==> config.mk <==
export PLATFORM = sky130hd
export DESIGN_NAME = ram_arbiter
export DESIGN_NICKNAME = d
export VERILOG_FILES = /design/src/rtl/ram_arbiter.sv
export SDC_FILE = /design/constraint.sdc
export NUM_CORES = 1
export LEC_CHECK = 0
export BUFFER_PORTS_ARGS = -buffer_cell sky130_fd_sc_hd__buf_2
export CAP_MARGIN = 40
export CORE_MARGIN = 10
export CORE_UTILIZATION = 46
export DETAILED_ROUTE_END_ITERATION = 8
export GPL_ROUTABILITY_DRIVEN = 0
export PLACE_DENSITY = 0.88
export SLEW_MARGIN = 10
export SYNTH_ARGS = -nofsm -noshare
export SYNTH_HDL_FRONTEND = slang
export SYNTH_SLANG_ARGS = --single-unit
==> constraint.sdc <==
create_clock -name clk -period 1.58 [get_ports clk]
set_clock_uncertainty 0.05 [all_clocks]
set_input_delay 0.158 -clock clk [delete_from_list [all_inputs] [get_ports clk]]
set_output_delay 0.158 -clock clk [all_outputs]
set_load 0.05 [all_outputs]
==> src/rtl/ram_arbiter.sv <==
// Two-port round-robin arbiter/sequencer in front of a single-port 256x8 ram.
// Each granted command occupies exactly one ram access cycle followed by a one-cycle ack.
module ram_arbiter #(
    parameter int unsigned ADDR_W = 8,
    parameter int unsigned DATA_W = 8
) (
    input  logic              clk,
    input  logic              rst_n,
    input  logic              a_req,
    input  logic              a_we,
    input  logic [ADDR_W-1:0] a_addr,
    input  logic [DATA_W-1:0] a_wdata,
    output logic              a_ack,
    output logic [DATA_W-1:0] a_rdata,
    input  logic              b_req,
    input  logic              b_we,
    input  logic [ADDR_W-1:0] b_addr,
    input  logic [DATA_W-1:0] b_wdata,
    output logic              b_ack,
    output logic [DATA_W-1:0] b_rdata,
    output logic              ram_en,
    output logic              ram_rw,
    output logic [ADDR_W-1:0] ram_addr,
    output logic [DATA_W-1:0] ram_data,
    input  logic [DATA_W-1:0] ram_out,
    output logic              busy
);

    localparam logic [1:0] S_IDLE   = 2'd0;
    localparam logic [1:0] S_ACCESS = 2'd1;
    localparam logic [1:0] S_RESP   = 2'd2;

    logic [1:0]        state, state_nxt;
    logic              last_grant, last_grant_nxt;  // 1 = B was granted last
    logic              gnt_b, gnt_b_nxt;
    logic              pick_b;
    logic              ram_en_nxt, ram_rw_nxt;
    logic [ADDR_W-1:0] ram_addr_nxt;
    logic [DATA_W-1:0] ram_data_nxt;
    logic              a_ack_nxt, b_ack_nxt;
    logic [DATA_W-1:0] a_rdata_nxt, b_rdata_nxt;
    logic              busy_nxt;

    // Next-state and next-output decode; every output is registered below.
    always_comb begin
        state_nxt      = state;
        last_grant_nxt = last_grant;
        gnt_b_nxt      = gnt_b;
        ram_en_nxt     = ram_en;
        ram_rw_nxt     = ram_rw;
        ram_addr_nxt   = ram_addr;
        ram_data_nxt   = ram_data;
        a_ack_nxt      = 1'b0;
        b_ack_nxt      = 1'b0;
        a_rdata_nxt    = a_rdata;
        b_rdata_nxt    = b_rdata;
        pick_b         = b_req && (!a_req || !last_grant);

        case (state)
            S_IDLE: begin
                if (a_req || b_req) begin
                    gnt_b_nxt      = pick_b;
                    last_grant_nxt = pick_b;
                    ram_rw_nxt     = pick_b ? ~b_we : ~a_we;
                    ram_addr_nxt   = pick_b ? b_addr : a_addr;
                    ram_data_nxt   = pick_b ? b_wdata : a_wdata;
                    ram_en_nxt     = 1'b1;
                    state_nxt      = S_ACCESS;
                end
            end
            S_ACCESS: begin
                if (ram_rw) begin
                    if (gnt_b) b_rdata_nxt = ram_out;
                    else       a_rdata_nxt = ram_out;
                end
                ram_en_nxt = 1'b0;
                ram_rw_nxt = 1'b1;
                a_ack_nxt  = ~gnt_b;
                b_ack_nxt  = gnt_b;
                state_nxt  = S_RESP;
            end
            S_RESP: begin
                state_nxt = S_IDLE;
            end
            default: begin
                ram_en_nxt = 1'b0;
                ram_rw_nxt = 1'b1;
                state_nxt  = S_IDLE;
            end
        endcase

        busy_nxt = (state_nxt != S_IDLE);
    end

    always_ff @(posedge clk or negedge rst_n) begin
        if (!rst_n) begin
            state      <= S_IDLE;
            last_grant <= 1'b1;
            gnt_b      <= 1'b0;
            ram_en     <= 1'b0;
            ram_rw     <= 1'b1;
            ram_addr   <= '0;
            ram_data   <= '0;
            a_ack      <= 1'b0;
            b_ack      <= 1'b0;
            a_rdata    <= '0;
            b_rdata    <= '0;
            busy       <= 1'b0;
        end else begin
            state      <= state_nxt;
            last_grant <= last_grant_nxt;
            gnt_b      <= gnt_b_nxt;
            ram_en     <= ram_en_nxt;
            ram_rw     <= ram_rw_nxt;
            ram_addr   <= ram_addr_nxt;
            ram_data   <= ram_data_nxt;
            a_ack      <= a_ack_nxt;
            b_ack      <= b_ack_nxt;
            a_rdata    <= a_rdata_nxt;
            b_rdata    <= b_rdata_nxt;
            busy       <= busy_nxt;
        end
    end

endmodule
==> summary.txt <==
Run status
  – Status: finished, final reports clean

Setup path
  – Reg2reg start: state[1]$_DFF_PN0_
  – Startpoint types: flop
  – CP Cell Sequence: nor3b_2 -> and2_4 -> mux2_4
  – Crit end category: flop
  – CP required: 1.70 ns
  – WP data arrival: 1.54 ns
  – Reg2reg path depth: 3
  – Crit Reg-Reg Endpoint: a_rdata[2]$_DFFE_PN0P_
  – Crit path depth: 3
  – Critical Path Fanout Max: 8
  – CP delay by family, top: simple AND/OR/NAND/NOR gates
  – Max incr delay on CP: 0.42 ns
  – Slowest library cell on the worst path: dfrtp_1
  – WS Path Type: flop to flop
  – CP bufs+invs: 0
  – R2R Setup Slk: 0.16 ns

Cells and area
  – # fillers: 302
  – Register area: 1030 um^2
  – Area Overhead vs Synth: 31.3%
  – Fin cells: 271
  – Ant diodes: 0
  – Share of cells above drive strength 1: 57.4%
  – Final net count: 268
  – Multi-input gate area: 703 um^2

CTS
  – CTS tree: built
  – Post-CTS sizing: 0
  – Clk Latency, worst-skew pair: 0.28 ns
  – Sink Count: 41
  – Clk buf depth: 2
  – Postcts setup bufs: 0
  – CTS Buf Count: 5
  – CTS clk-pin slew, worst paths: 0.07 ns
  – Htree depth: 2
  – Root buffer selected by CTS: clkbuf_8

Hold path
  – Hold path cells: 3
  – Worst Hold Endpoint: ram_data[0]$_DFFE_PN0P_
  – Hold_sp: a_wdata[0]
  – Tightest Hold Check Type: input port to flop

Drt
  – Drt wl/cell: 17.2 um
  – Metal-1 WL: 1860 um
  – Highest Signal Layer: met4
  – Initial drt markers: 119
  – Routed WL: 4650 um
  – TritonRoute pass-1 iters: 4
  – Drt drc: 0
  – DR vias/cell: 5.15
  – Total number of vias: 1397
  – DRT antenna net count: 0
  – Met3 WL: 189 um
  – DR WL met2: 2540 um

Logic synthesis
  – Synth cell types: 27
  – Number of synthesized flops with an enable pin: 0
  – Post-synth ARST share: 100%
  – Post-Syn Area per Cell: 13.8 um^2
  – Most frequent cell after synthesis: dfrtp_1
  – Synth warnings: 0
  – Top FF cell, synth: dfrtp_1
  – Post-synth top cells: dfrtp_1 (39), nand2_1 (17), a2bb2oi_1 (15)
  – Post-Syn Nets: 178
  – Syn Inst Count: 132
  – Synth area leader: dfrtp_1
  – Register area share after synthesis: 56.6%
  – FF+latch count, synth: 41
  – Synth top area share: 53.7%
  – Area contributors post-synth: dfrtp_1 (54%), a2bb2oi_1 (7.2%), mux2_4 (6.6%)
  – Mapped Area: 1820 um^2

GRT
  – Gr usage total: 12.8%
  – Vias in the first global route: 1483
  – Total congestion overflow: 0
  – Antenna violations before repair: 0
  – Pin count of the biggest net entering global routing: 42
  – First-pass GRT wire length: 7280 um

Placement
  – DP Cell Count: 262
  – DP Worst Slack: 0.173 ns
  – DP Wirelength: 3570 um
  – Port Buffers: 82

Timing
  – RSZ-0062 raised after global routing: no
  – Min setup slack post-route: 0.159 ns
  – Final Setup Violations: 0
  – Slew headroom: 66.9%
  – Fin crit share: 89.9%
  – Fmax: 704 MHz
  – Fin. Hold Viols: 0
  – Worst-margin pin slew: 0.497 ns
  – Slew Viols, Final: 0
  – Setup TNS: 0 ns
  – Post-layout minimum cycle time: 1.42 ns

Floorplanning
  – Area of the die: 6860 um^2
  – Core ar.: 3740 um^2
  – Die Ht: 82.8 um
  – # rows: 22
  – Die width: 82.8 um
  – I/O pin total: 83
  – Initial core utilization: 48.5%

Pwr
  – Psw: 0.00318 W
  – Pwr Density: 2660 nW/um^2
  – Logic gate share of total power: 59.0%
  – Max VDD drop: 1.30 mV
  – Total Power: 0.00634 W
  – Clock share of power: 11.0%
  – Leak Pwr: 1.16 nW
  – Internal Power: 0.00316 W
  – Switching share of total power: 50.2%
  – Sequential Power Share: 29.9%

Run
  – Max Cap Viol: 0
## worst max-delay path by stage
| stage | end | slack (ns) | from |
|---|---|---|---|
| floorplan | a_rdata[0]$_DFFE_PN0P_ | 0.09 | ram_rw$_DFFE_PN1P_ |
| global placement | ram_addr[0]$_DFFE_PN0P_ | 0.23 | last_grant$_DFFE_PN1P_ |
| detailed placement | a_rdata[1]$_DFFE_PN0P_ | 0.17 | state[1]$_DFF_PN0_ |
| CTS | a_rdata[2]$_DFFE_PN0P_ | 0.15 | state[1]$_DFF_PN0_ |
| global route | a_rdata[2]$_DFFE_PN0P_ | 0.09 | state[1]$_DFF_PN0_ |
| finish | a_rdata[2]$_DFFE_PN0P_ | 0.16 | state[1]$_DFF_PN0_ |
## registers in the layout, summed over array words and instances (netlist names), 2 cells and up
name,count
a_rdata,8
b_rdata,8
ram_addr,8
ram_data,8
state,2
## layout by cell type, fill, tap and decap left out, types with 2 or more instances in the layout
master	n
a2bb2oi_1	15
a211oi_2	3
clkbuf_1	2
dfstp_2	2
buf_2	82
clkbuf_8	6
nand2_1	17
mux2_4	8
buf_4	8
dfrtp_1	39
a21oi_1	2
mux2_2	10
a211oi_1	13
## through the flow
stage | instance area [um^2] | utilization [%] | hold WS, ns
2_1_floorplan | 1820 | - | -0.188
3_3_place_gp | 2290 | 61.1 | 0.193
3_5_place_dp | 2290 | 61.1 | 0.197
4_1_cts | 2390 | 63.7 | 0.0411
5_1_grt | 2390 | 63.7 | 0.0488
6_report | 2390 | 63.7 | 0.0502
## final cells by class
class,count,share of cell area (%)
repair buffers,92,21.0
clock buffers,8,3.78
flip-flops and latches,41,43.1
inverters,1,0.157
multi-input cells,81,29.5
well taps,48,2.52
## power by group through the flow
stage / clock network [W] / logic, W / registers, W
floorplan: 0 / 0.00125 / 0.00357
global placement: 0 / 0.00373 / 0.00189
finish: 0.000697 / 0.00374 / 0.00190
global route: 0.000765 / 0.00392 / 0.00196
CTS: 0.000712 / 0.00379 / 0.00190
detailed placement: 0 / 0.00379 / 0.00190
## metal layers
| layer | vias to the layer above | global-route usage [%] |
|---|---|---|
| met2 | 49 | 22.3 |
| li1 | 666 | - |
| met4 | 0 | 6.00 |
| met1 | 676 | 13.9 |
| met5 | - | 0 |
| met3 | 6 | 3.52 |
## kinds of logic (layout without fill, tap and decap cells)
| logic type | after synthesis | after routing | share of synthesized area [%] |
|---|---|---|---|
| flops | 41 | 41 | 56.6 |
| simple gates | 25 | 25 | 7.09 |
| compound gates | 38 | 38 | 18.8 |
| buf+inv | 10 | 101 | 4.68 |
| mux | 18 | 18 | 12.8 |
## tightest hold or removal path: stages
cell,delay [ns]
buf_2,0.09
nand2_1,0.04
a2bb2oi_1,0.05
## what timing repair did
| item | 4_1_cts | 5_1_grt |
|---|---|---|
| endpoints found under the setup margin | 0 | 0 |
| hold buffers | 1 | 0 |
| hold endpoints to repair | 39 | 0 |
Power figures use the tool's default switching activity.
